===== config.mk =====
export PLATFORM = sky130hd
export DESIGN_NAME = parking_gate_arbiter_flat
export DESIGN_NICKNAME = d
export VERILOG_FILES = /design/src/rtl/parking_gate_arbiter_pkg.sv /design/src/rtl/parking_gate_arbiter_if.sv /design/src/rtl/parking_gate_arbiter_gate_timer.sv /design/src/rtl/parking_gate_arbiter.sv /design/src/flat_wrapper.sv
export SDC_FILE = /design/constraint.sdc
export NUM_CORES = 1
export LEC_CHECK = 0
export BUFFER_PORTS_ARGS = -buffer_cell sky130_fd_sc_hd__buf_2
export CELL_PAD_IN_SITES_DETAIL_PLACEMENT = 1
export CELL_PAD_IN_SITES_GLOBAL_PLACEMENT = 1
export CORE_UTILIZATION = 48
export CTS_CLUSTER_SIZE = 12
export DETAILED_ROUTE_END_ITERATION = 10
export PLACE_DENSITY = 0.82
export SLEW_MARGIN = 20
export SYNTH_ARGS = -nofsm -noshare
export SYNTH_HDL_FRONTEND = slang
export SYNTH_SLANG_ARGS = --single-unit

===== constraint.sdc =====
create_clock -name clk -period 4.7 [get_ports clk]
set_input_delay 0.47 -clock clk [delete_from_list [all_inputs] [get_ports clk]]
set_output_delay 0.47 -clock clk [all_outputs]
set_load 0.01 [all_outputs]

===== src/rtl/parking_gate_arbiter_pkg.sv =====
// -----------------------------------------------------------------------------
// parking_pkg
// Shared types for the parking gate arbiter:
//   gate_state_t - arbiter FSM states
//   lane_t       - lane encoding used for the round-robin last_served flag
//   timer_width  - width of the shared gate timer for given delay parameters
// -----------------------------------------------------------------------------
package parking_pkg;

    typedef enum logic [1:0] {
        IDLE        = 2'd0,
        GRANT_ENTRY = 2'd1,
        GRANT_EXIT  = 2'd2,
        CLOSING     = 2'd3
    } gate_state_t;

    typedef enum logic {
        LANE_ENTRY = 1'b0,
        LANE_EXIT  = 1'b1
    } lane_t;

    // The timer is loaded with (delay - 1), so $clog2 of the larger delay
    // always holds the load value; keep at least one bit.
    function automatic int timer_width(input int gate_timeout, input int close_delay);
        int m;
        m = (gate_timeout > close_delay) ? gate_timeout : close_delay;
        return (m < 2) ? 1 : $clog2(m);
    endfunction

endpackage : parking_pkg


===== src/rtl/parking_gate_arbiter_if.sv =====
// -----------------------------------------------------------------------------
// parking_gate_arbiter_if
// Bundles the lane sensor inputs and the gate/occupancy outputs.
//   master : sensor front end side (drives sensors and pass pulses)
//   slave  : arbiter side (drives gate, grants, occupancy, lot_full, alarm)
// Signals:
//   entry_sensor / exit_sensor  - debounced lane presence levels
//   entry_passed / exit_passed  - one-cycle "vehicle cleared" pulses
//   gate_open                   - barrier open command
//   entry_grant / exit_grant    - lane currently owning the gate
//   occupancy [CNT_W]           - current vehicle count
//   lot_full                    - occupancy equals capacity
//   timeout_alarm               - one-cycle pulse when a grant expires
// -----------------------------------------------------------------------------
interface parking_gate_arbiter_if #(
    parameter int CNT_W = 5
);
    logic             entry_sensor;
    logic             exit_sensor;
    logic             entry_passed;
    logic             exit_passed;
    logic             gate_open;
    logic             entry_grant;
    logic             exit_grant;
    logic [CNT_W-1:0] occupancy;
    logic             lot_full;
    logic             timeout_alarm;

    modport master (
        output entry_sensor, exit_sensor, entry_passed, exit_passed,
        input  gate_open, entry_grant, exit_grant, occupancy, lot_full, timeout_alarm
    );

    modport slave (
        input  entry_sensor, exit_sensor, entry_passed, exit_passed,
        output gate_open, entry_grant, exit_grant, occupancy, lot_full, timeout_alarm
    );
endinterface : parking_gate_arbiter_if


===== src/rtl/parking_gate_arbiter_gate_timer.sv =====
// -----------------------------------------------------------------------------
// gate_timer
// Loadable down-counter shared by the grant timeout and the CLOSING hold.
// Ports:
//   clk        - system clock
//   reset_n    - synchronous reset, active low
//   load_i     - load load_val_i into the counter (has priority over en_i)
//   load_val_i - value to load; done_o rises load_val_i cycles after the load
//   en_i       - count down by one per cycle, stopping at zero
//   done_o     - counter is zero
// -----------------------------------------------------------------------------
module gate_timer #(
    parameter int W = 8
) (
    input  logic         clk,
    input  logic         reset_n,
    input  logic         load_i,
    input  logic [W-1:0] load_val_i,
    input  logic         en_i,
    output logic         done_o
);
    logic [W-1:0] count_q;

    // NOTE: reset is synchronous, so it is tested inside the clocked block
    // rather than appearing in the sensitivity list.
    always_ff @(posedge clk) begin
        if (!reset_n) begin
            count_q <= '0;
        end else if (load_i) begin
            count_q <= load_val_i;
        end else if (en_i && (count_q != '0)) begin
            count_q <= count_q - W'(1);
        end
    end

    assign done_o = (count_q == '0);

endmodule : gate_timer


===== src/rtl/parking_gate_arbiter.sv =====
// -----------------------------------------------------------------------------
// parking_gate_arbiter
// Sequences the shared barrier gate between the entry and exit lanes, keeps
// the lot occupancy count, blocks entry when the lot is full and recovers
// from vehicles that never pass.
// Ports:
//   clk      - system clock
//   reset_n  - synchronous reset, active low
//   bus      - parking_gate_arbiter_if.slave (sensors in; gate, grants,
//              occupancy, lot_full, timeout_alarm out)
// Configuration macro:
//   GATE_TIMEOUT_EN - when defined, a grant expires after GATE_TIMEOUT cycles
//                     without a pass and raises timeout_alarm; when undefined,
//                     a grant is held until the lane's pass pulse and
//                     timeout_alarm stays 0.
// -----------------------------------------------------------------------------
module parking_gate_arbiter
    import parking_pkg::*;
#(
    parameter int CAPACITY     = 16,
    parameter int CNT_W        = 5,
    parameter int GATE_TIMEOUT = 5000,
    parameter int CLOSE_DELAY  = 100
) (
    input logic                   clk,
    input logic                   reset_n,
    parking_gate_arbiter_if.slave bus
);
    localparam int TW = timer_width(GATE_TIMEOUT, CLOSE_DELAY);

    gate_state_t      state_q, state_d;
    lane_t            last_served_q, last_served_d;
    logic [CNT_W-1:0] occupancy_q, occupancy_d;
    logic             alarm_d;

    // Registered outputs, all decoded from the next state.
    logic entry_grant_q;
    logic exit_grant_q;
    logic gate_open_q;
    logic lot_full_q;
    logic alarm_q;

    logic          entry_req;
    logic          exit_req;
    logic          timer_load;
    logic [TW-1:0] timer_load_val;
    logic          timer_done;

    assign entry_req = bus.entry_sensor && !lot_full_q;
    assign exit_req  = bus.exit_sensor && (occupancy_q != '0);

    // NOTE: every signal assigned here gets a default first, so no path
    // leaves one unassigned and no latch is inferred.
    always_comb begin
        state_d       = state_q;
        last_served_d = last_served_q;
        occupancy_d   = occupancy_q;
        alarm_d       = 1'b0;

        case (state_q)
            IDLE: begin
                if (entry_req && exit_req) begin
                    // Tie: serve the lane that did not win the previous tie.
                    if (last_served_q == LANE_EXIT) begin
                        state_d       = GRANT_ENTRY;
                        last_served_d = LANE_ENTRY;
                    end else begin
                        state_d       = GRANT_EXIT;
                        last_served_d = LANE_EXIT;
                    end
                end else if (entry_req) begin
                    state_d = GRANT_ENTRY;
                end else if (exit_req) begin
                    state_d = GRANT_EXIT;
                end
            end

            GRANT_ENTRY: begin
                // A pass takes priority over an expiring timer.
                if (bus.entry_passed) begin
                    if (occupancy_q != CNT_W'(CAPACITY)) begin
                        occupancy_d = occupancy_q + CNT_W'(1);
                    end
                    state_d = CLOSING;
                end
`ifdef GATE_TIMEOUT_EN
                else if (timer_done) begin
                    alarm_d = 1'b1;
                    state_d = CLOSING;
                end
`endif
            end

            GRANT_EXIT: begin
                if (bus.exit_passed) begin
                    if (occupancy_q != '0) begin
                        occupancy_d = occupancy_q - CNT_W'(1);
                    end
                    state_d = CLOSING;
                end
`ifdef GATE_TIMEOUT_EN
                else if (timer_done) begin
                    alarm_d = 1'b1;
                    state_d = CLOSING;
                end
`endif
            end

            CLOSING: begin
                if (timer_done) begin
                    state_d = IDLE;
                end
            end

            default: state_d = IDLE;
        endcase
    end

    // The timer restarts on every state change. Loading (delay - 1) makes
    // done visible in the last cycle of the state, so the FSM leaves after
    // exactly 'delay' cycles.
    always_comb begin
        timer_load     = (state_d != state_q);
        timer_load_val = '0;
        case (state_d)
            GRANT_ENTRY,
            GRANT_EXIT: timer_load_val = TW'(GATE_TIMEOUT - 1);
            CLOSING:    timer_load_val = TW'(CLOSE_DELAY - 1);
            default:    timer_load_val = '0;
        endcase
    end

    gate_timer #(
        .W (TW)
    ) u_gate_timer (
        .clk        (clk),
        .reset_n    (reset_n),
        .load_i     (timer_load),
        .load_val_i (timer_load_val),
        .en_i       (state_q != IDLE),
        .done_o     (timer_done)
    );

    // NOTE: state is updated with non-blocking assignments so every
    // register samples the values from before this edge.
    always_ff @(posedge clk) begin
        if (!reset_n) begin
            state_q       <= IDLE;
            last_served_q <= LANE_EXIT;
            occupancy_q   <= '0;
            entry_grant_q <= 1'b0;
            exit_grant_q  <= 1'b0;
            gate_open_q   <= 1'b0;
            lot_full_q    <= 1'b0;
            alarm_q       <= 1'b0;
        end else begin
            state_q       <= state_d;
            last_served_q <= last_served_d;
            occupancy_q   <= occupancy_d;
            entry_grant_q <= (state_d == GRANT_ENTRY);
            exit_grant_q  <= (state_d == GRANT_EXIT);
            gate_open_q   <= (state_d == GRANT_ENTRY) || (state_d == GRANT_EXIT);
            lot_full_q    <= (occupancy_d == CNT_W'(CAPACITY));
            alarm_q       <= alarm_d;
        end
    end

    assign bus.gate_open     = gate_open_q;
    assign bus.entry_grant   = entry_grant_q;
    assign bus.exit_grant    = exit_grant_q;
    assign bus.occupancy     = occupancy_q;
    assign bus.lot_full      = lot_full_q;
    assign bus.timeout_alarm = alarm_q;

endmodule : parking_gate_arbiter

===== src/flat_wrapper.sv =====
// flat-port wrapper written by rule: the top's interface ports become plain ports
module parking_gate_arbiter_flat import parking_pkg::*;
#(
    parameter int CAPACITY     = 16,
    parameter int CNT_W        = 5,
    parameter int GATE_TIMEOUT = 5000,
    parameter int CLOSE_DELAY  = 100
)
  (clk, reset_n, bus_entry_sensor, bus_exit_sensor, bus_entry_passed, bus_exit_passed, bus_gate_open, bus_entry_grant, bus_exit_grant, bus_occupancy, bus_lot_full, bus_timeout_alarm);
  parking_gate_arbiter_if #(.CNT_W(CNT_W)) bus_i ();
  input logic clk;
  input logic reset_n;
  input wire logic [$bits(bus_i.entry_sensor)-1:0] bus_entry_sensor;
  input wire logic [$bits(bus_i.exit_sensor)-1:0] bus_exit_sensor;
  input wire logic [$bits(bus_i.entry_passed)-1:0] bus_entry_passed;
  input wire logic [$bits(bus_i.exit_passed)-1:0] bus_exit_passed;
  output wire logic [$bits(bus_i.gate_open)-1:0] bus_gate_open;
  output wire logic [$bits(bus_i.entry_grant)-1:0] bus_entry_grant;
  output wire logic [$bits(bus_i.exit_grant)-1:0] bus_exit_grant;
  output wire logic [$bits(bus_i.occupancy)-1:0] bus_occupancy;
  output wire logic [$bits(bus_i.lot_full)-1:0] bus_lot_full;
  output wire logic [$bits(bus_i.timeout_alarm)-1:0] bus_timeout_alarm;
  assign bus_i.entry_sensor = bus_entry_sensor;
  assign bus_i.exit_sensor = bus_exit_sensor;
  assign bus_i.entry_passed = bus_entry_passed;
  assign bus_i.exit_passed = bus_exit_passed;
  assign bus_gate_open = bus_i.gate_open;
  assign bus_entry_grant = bus_i.entry_grant;
  assign bus_exit_grant = bus_i.exit_grant;
  assign bus_occupancy = bus_i.occupancy;
  assign bus_lot_full = bus_i.lot_full;
  assign bus_timeout_alarm = bus_i.timeout_alarm;
  parking_gate_arbiter #(.CAPACITY(CAPACITY), .CNT_W(CNT_W), .GATE_TIMEOUT(GATE_TIMEOUT), .CLOSE_DELAY(CLOSE_DELAY)) u_core (.clk(clk), .reset_n(reset_n), .bus(bus_i));
endmodule

==> reports/metrics.yaml <==
synthesis:
  synth_cell_types: 56
  synthMuxAreaShare: 0.0387
  yosysWarnings: 0
  ys_seq_area_frac: 0.292
  synthCells: 205
  synthXorXnorAreaFrac: 0.0460
  synth-adder-area-share: 0.0803
  ys.flop_type: "dfxtp_1"
  synth_edf_count: 0
  synth_simple_gate_area_frac: 0.253
  synth_top_family_by_area: "simple AND/OR/NAND/NOR gates"
  synth_area_leader_cell: "dfxtp_1"
  syn_area_um2: 1710
  synth-compound-area-share: 0.220
  ys_async_sr_fraction: 0
  synth_area_leaders: "dfxtp_1, ha_1, inv_1"
  mappedNetlistNets: 222
  ys_ff_latch: 25
  synth_top_area_frac: 0.292
  syn_area_per_cell_um2: 8.36
grt:
  grtUsageTotal: 0.260
  grt_remaining_overflow: 0
  grt_max_degree: 15
  grt_pass1_wl_mm: 7.16
  antenna_found_initial: 0
  grt_pass1_vias: 1547
critical_path:
  crit_path_start_kind: "flip-flop"
  arrival_ns: 2.98
  critical_path.cell_chain: "inv_1 > ha_1 > nor4b_2 > o31a_1 > o21bai_1 > a32oi_1 > ha_1 > and2_1 > a41oi_1 > a21oi_1"
  worst_ep_required_time_ns: 4.92
  rr_endpoint: "u_core.u_gate_timer.count_q[2]"
  path_max_fanout: 7
  slowest_stage: "dfxtp_1"
  reg2reg_depth: 10
  max_stage_delay_ns: 0.47
  path_class: "flip-flop to flip-flop"
  cp_top_family: "compound AO/OA/AOI/OAI gates"
  r2r_setup_slack_ns: 1.94
  crit_buf_inv: 1
  rr_startpoint: "u_core.bus.occupancy[0]"
  end_kind: "flip-flop"
  cpMostUsedCell: "ha_1"
final_layout:
  fin_nets: 232
  final_cell_count_no_fill: 260
  syn_to_final_growth_pct: 6.35
  layout_common_cells: "dfxtp_1, inv_1, buf_2"
  num-fill-cells: 420
  diodes: 0
  layout_commonest_cell: "dfxtp_1"
  layout-drive-gt1-share: 0.121
placed_design:
  portBuffers: 14
  dp_hpwl_mm: 3.57
  place_inst: 256
  place_congestion: 0.896
route:
  drt_wl_total_mm: 4.56
  wl_per_cell_um: 17.5
  viasPerCell: 6.17
  via_count: 1603
  first_pass_iters: 4
  drc_errors: 0
  drtIter0Drc: 73
  ant_nets: 0
pwr:
  ir_drop_uv: 346
  leakagePower_nw: 0.745
  power_density_nw_per_um2: 658
die:
  ioPinCount: 16
  core_um2: 3390
  chipWidth_um: 61.8
  dieArea_um2: 3810
  start_util: 0.506
  rows: 21
  die_h_um: 61.8
sta:
  setup_tns_ns: 0
  timing.final.max_slew_violations: 0
  fin_worst_skew_ns: 0.00198
  finalHoldViolations: 0
  setup_violations: 0
  maxClockFrequency_mhz: 362
  finalCritPeriodShare: 0.587
  relSlewSlack: 0.607
  period_needed_ns: 2.76
  tightest_slew_ns: 0.581
  grt_setup_unrepaired: "false"
hold_path:
  hold_class: "input port to flip-flop"
  worstHoldStart: "reset_n"
  holdPathStages: 2
  hold_end: "u_core.last_served_q"
clock_tree:
  ctsLongestPathBuffers: 2
  postCtsHoldBufs: 0
  cts_max_level: 1
  cts.clk_slew.worst_paths_ns: 0.14
  insertion_delay_ns: 0.32
  cts_buffers: 3
  cts_tree: "done"
  cts_setup_buffers: 0
  post_cts_resized: 0
  clockRootBuffer: "clkbuf_4"
  cts.sinks: 25
run:
  drv_cap: 0
status:
  outcome: "finished clean"
-- per-layer routing --
layer / GRT usage / part of all wire / up-vias
li1: - / - / 759
met1: 0.290 / 0.42 / 796
met2: 0.504 / 0.53 / 37
met3: 0.0269 / 0.031 / 11
met4: 0.0984 / 0.021 / 0
met5: 0 / 0 / -
-- Yosys cell counts (all sizes together) (2+ instances only) --
library cell	n
dfxtp	25
a32oi	2
inv	18
nand3	6
o31ai	5
a21oi	11
nor4	3
nor2	13
o21ai	9
nor4b	2
nor2b	2
clkbuf	7
nand2b	3
xnor2	5
mux2	2
a311o	2
a41oi	2
mux2i	4
nand4	4
a2111oi	2
a31oi	3
ha	11
nand3b	3
buf	2
a21boi	2
o21bai	2
o21a	2
and2	8
nand2	10
a211oi	2
nor3	9
xor2	4
-- flip-flops by register name, summed over array words and instances, names as in the netlist --
name,count
u_core.last_served_q,1
u_core.bus.entry_grant,1
u_core.bus.lot_full,1
u_core.bus.exit_grant,1
u_core.bus.occupancy,5
u_core.bus.gate_open,1
u_core.u_gate_timer.count_q,13
u_core.state_q,2
-- how the worst max path moves through the flow --
stage / endpoint / cells after the start / slack [ns] / startpoint
final: u_core.u_gate_timer.count_q[2] / 10 / 1.94 / u_core.bus.occupancy[0]
after global routing: u_core.u_gate_timer.count_q[7] / 10 / 1.72 / u_core.bus.occupancy[0]
after CTS: u_core.u_gate_timer.count_q[2] / 10 / 1.95 / u_core.bus.occupancy[0]
after detailed placement: u_core.u_gate_timer.count_q[2] / 10 / 1.99 / u_core.bus.occupancy[0]
after global placement: u_core.u_gate_timer.count_q[7] / 10 / 2.15 / u_core.bus.occupancy[0]
after floorplan: u_core.u_gate_timer.count_q[2] / 10 / 2.24 / u_core.bus.occupancy[0]
-- worst reg2reg max path, stage by stage, from the launching register on --
cell      delay [ns]
dfxtp_1         0.47
inv_1           0.09
ha_1            0.27
nor4b_2         0.21
o31a_1          0.27
o21bai_1        0.15
a32oi_1         0.32
ha_1            0.30
and2_1          0.16
a41oi_1         0.32
a21oi_1         0.08
-- area by class of cell --
| type | instances | area (um2) | area share |
|---|---|---|---|
| Timing Repair Buffer | 14 | 70.1 | 0.0384 |
| Sequential cell | 25 | 500 | 0.275 |
| Clock buffer | 4 | 26.3 | 0.0144 |
| Tap cell | 46 | 57.6 | 0.0316 |
| Inverter | 19 | 71.3 | 0.0391 |
| Multi-Input combinational cell | 152 | 1100 | 0.602 |
-- logic make-up (layout without fill, tap and decap cells) --
logic type | after synthesis | in the layout
simple gates | 71 | 71
compound gates | 54 | 54
buf+inv | 28 | 37
flops | 25 | 25
fa+ha+maj | 11 | 11
xor+xnor | 9 | 9
mux | 6 | 6
other cells | 1 | 1
-- power by group --
| part | internal, mW | switching [mW] |
|---|---|---|
| logic | 0.288 | 0.466 |
| clock network | 0.0333 | 0.0673 |
| registers | 0.275 | 0.0703 |
| total | 0.596 | 0.604 |
-- metrics by stage --
step	power [mW]	hold WS (ns)	worst slack [ns]	util	cell area, um2
after floorplan	0.920	0.482	2.24	-	1710
after global placement	1.05	0.518	2.15	0.530	1800
after detailed placement	1.10	0.539	1.99	0.530	1800
after CTS	1.20	0.432	1.95	0.538	1820
after global routing	1.30	0.439	1.72	0.538	1820
final	1.20	0.433	1.94	0.538	1820
No activity file was read; power rests on OpenSTA's default activity.
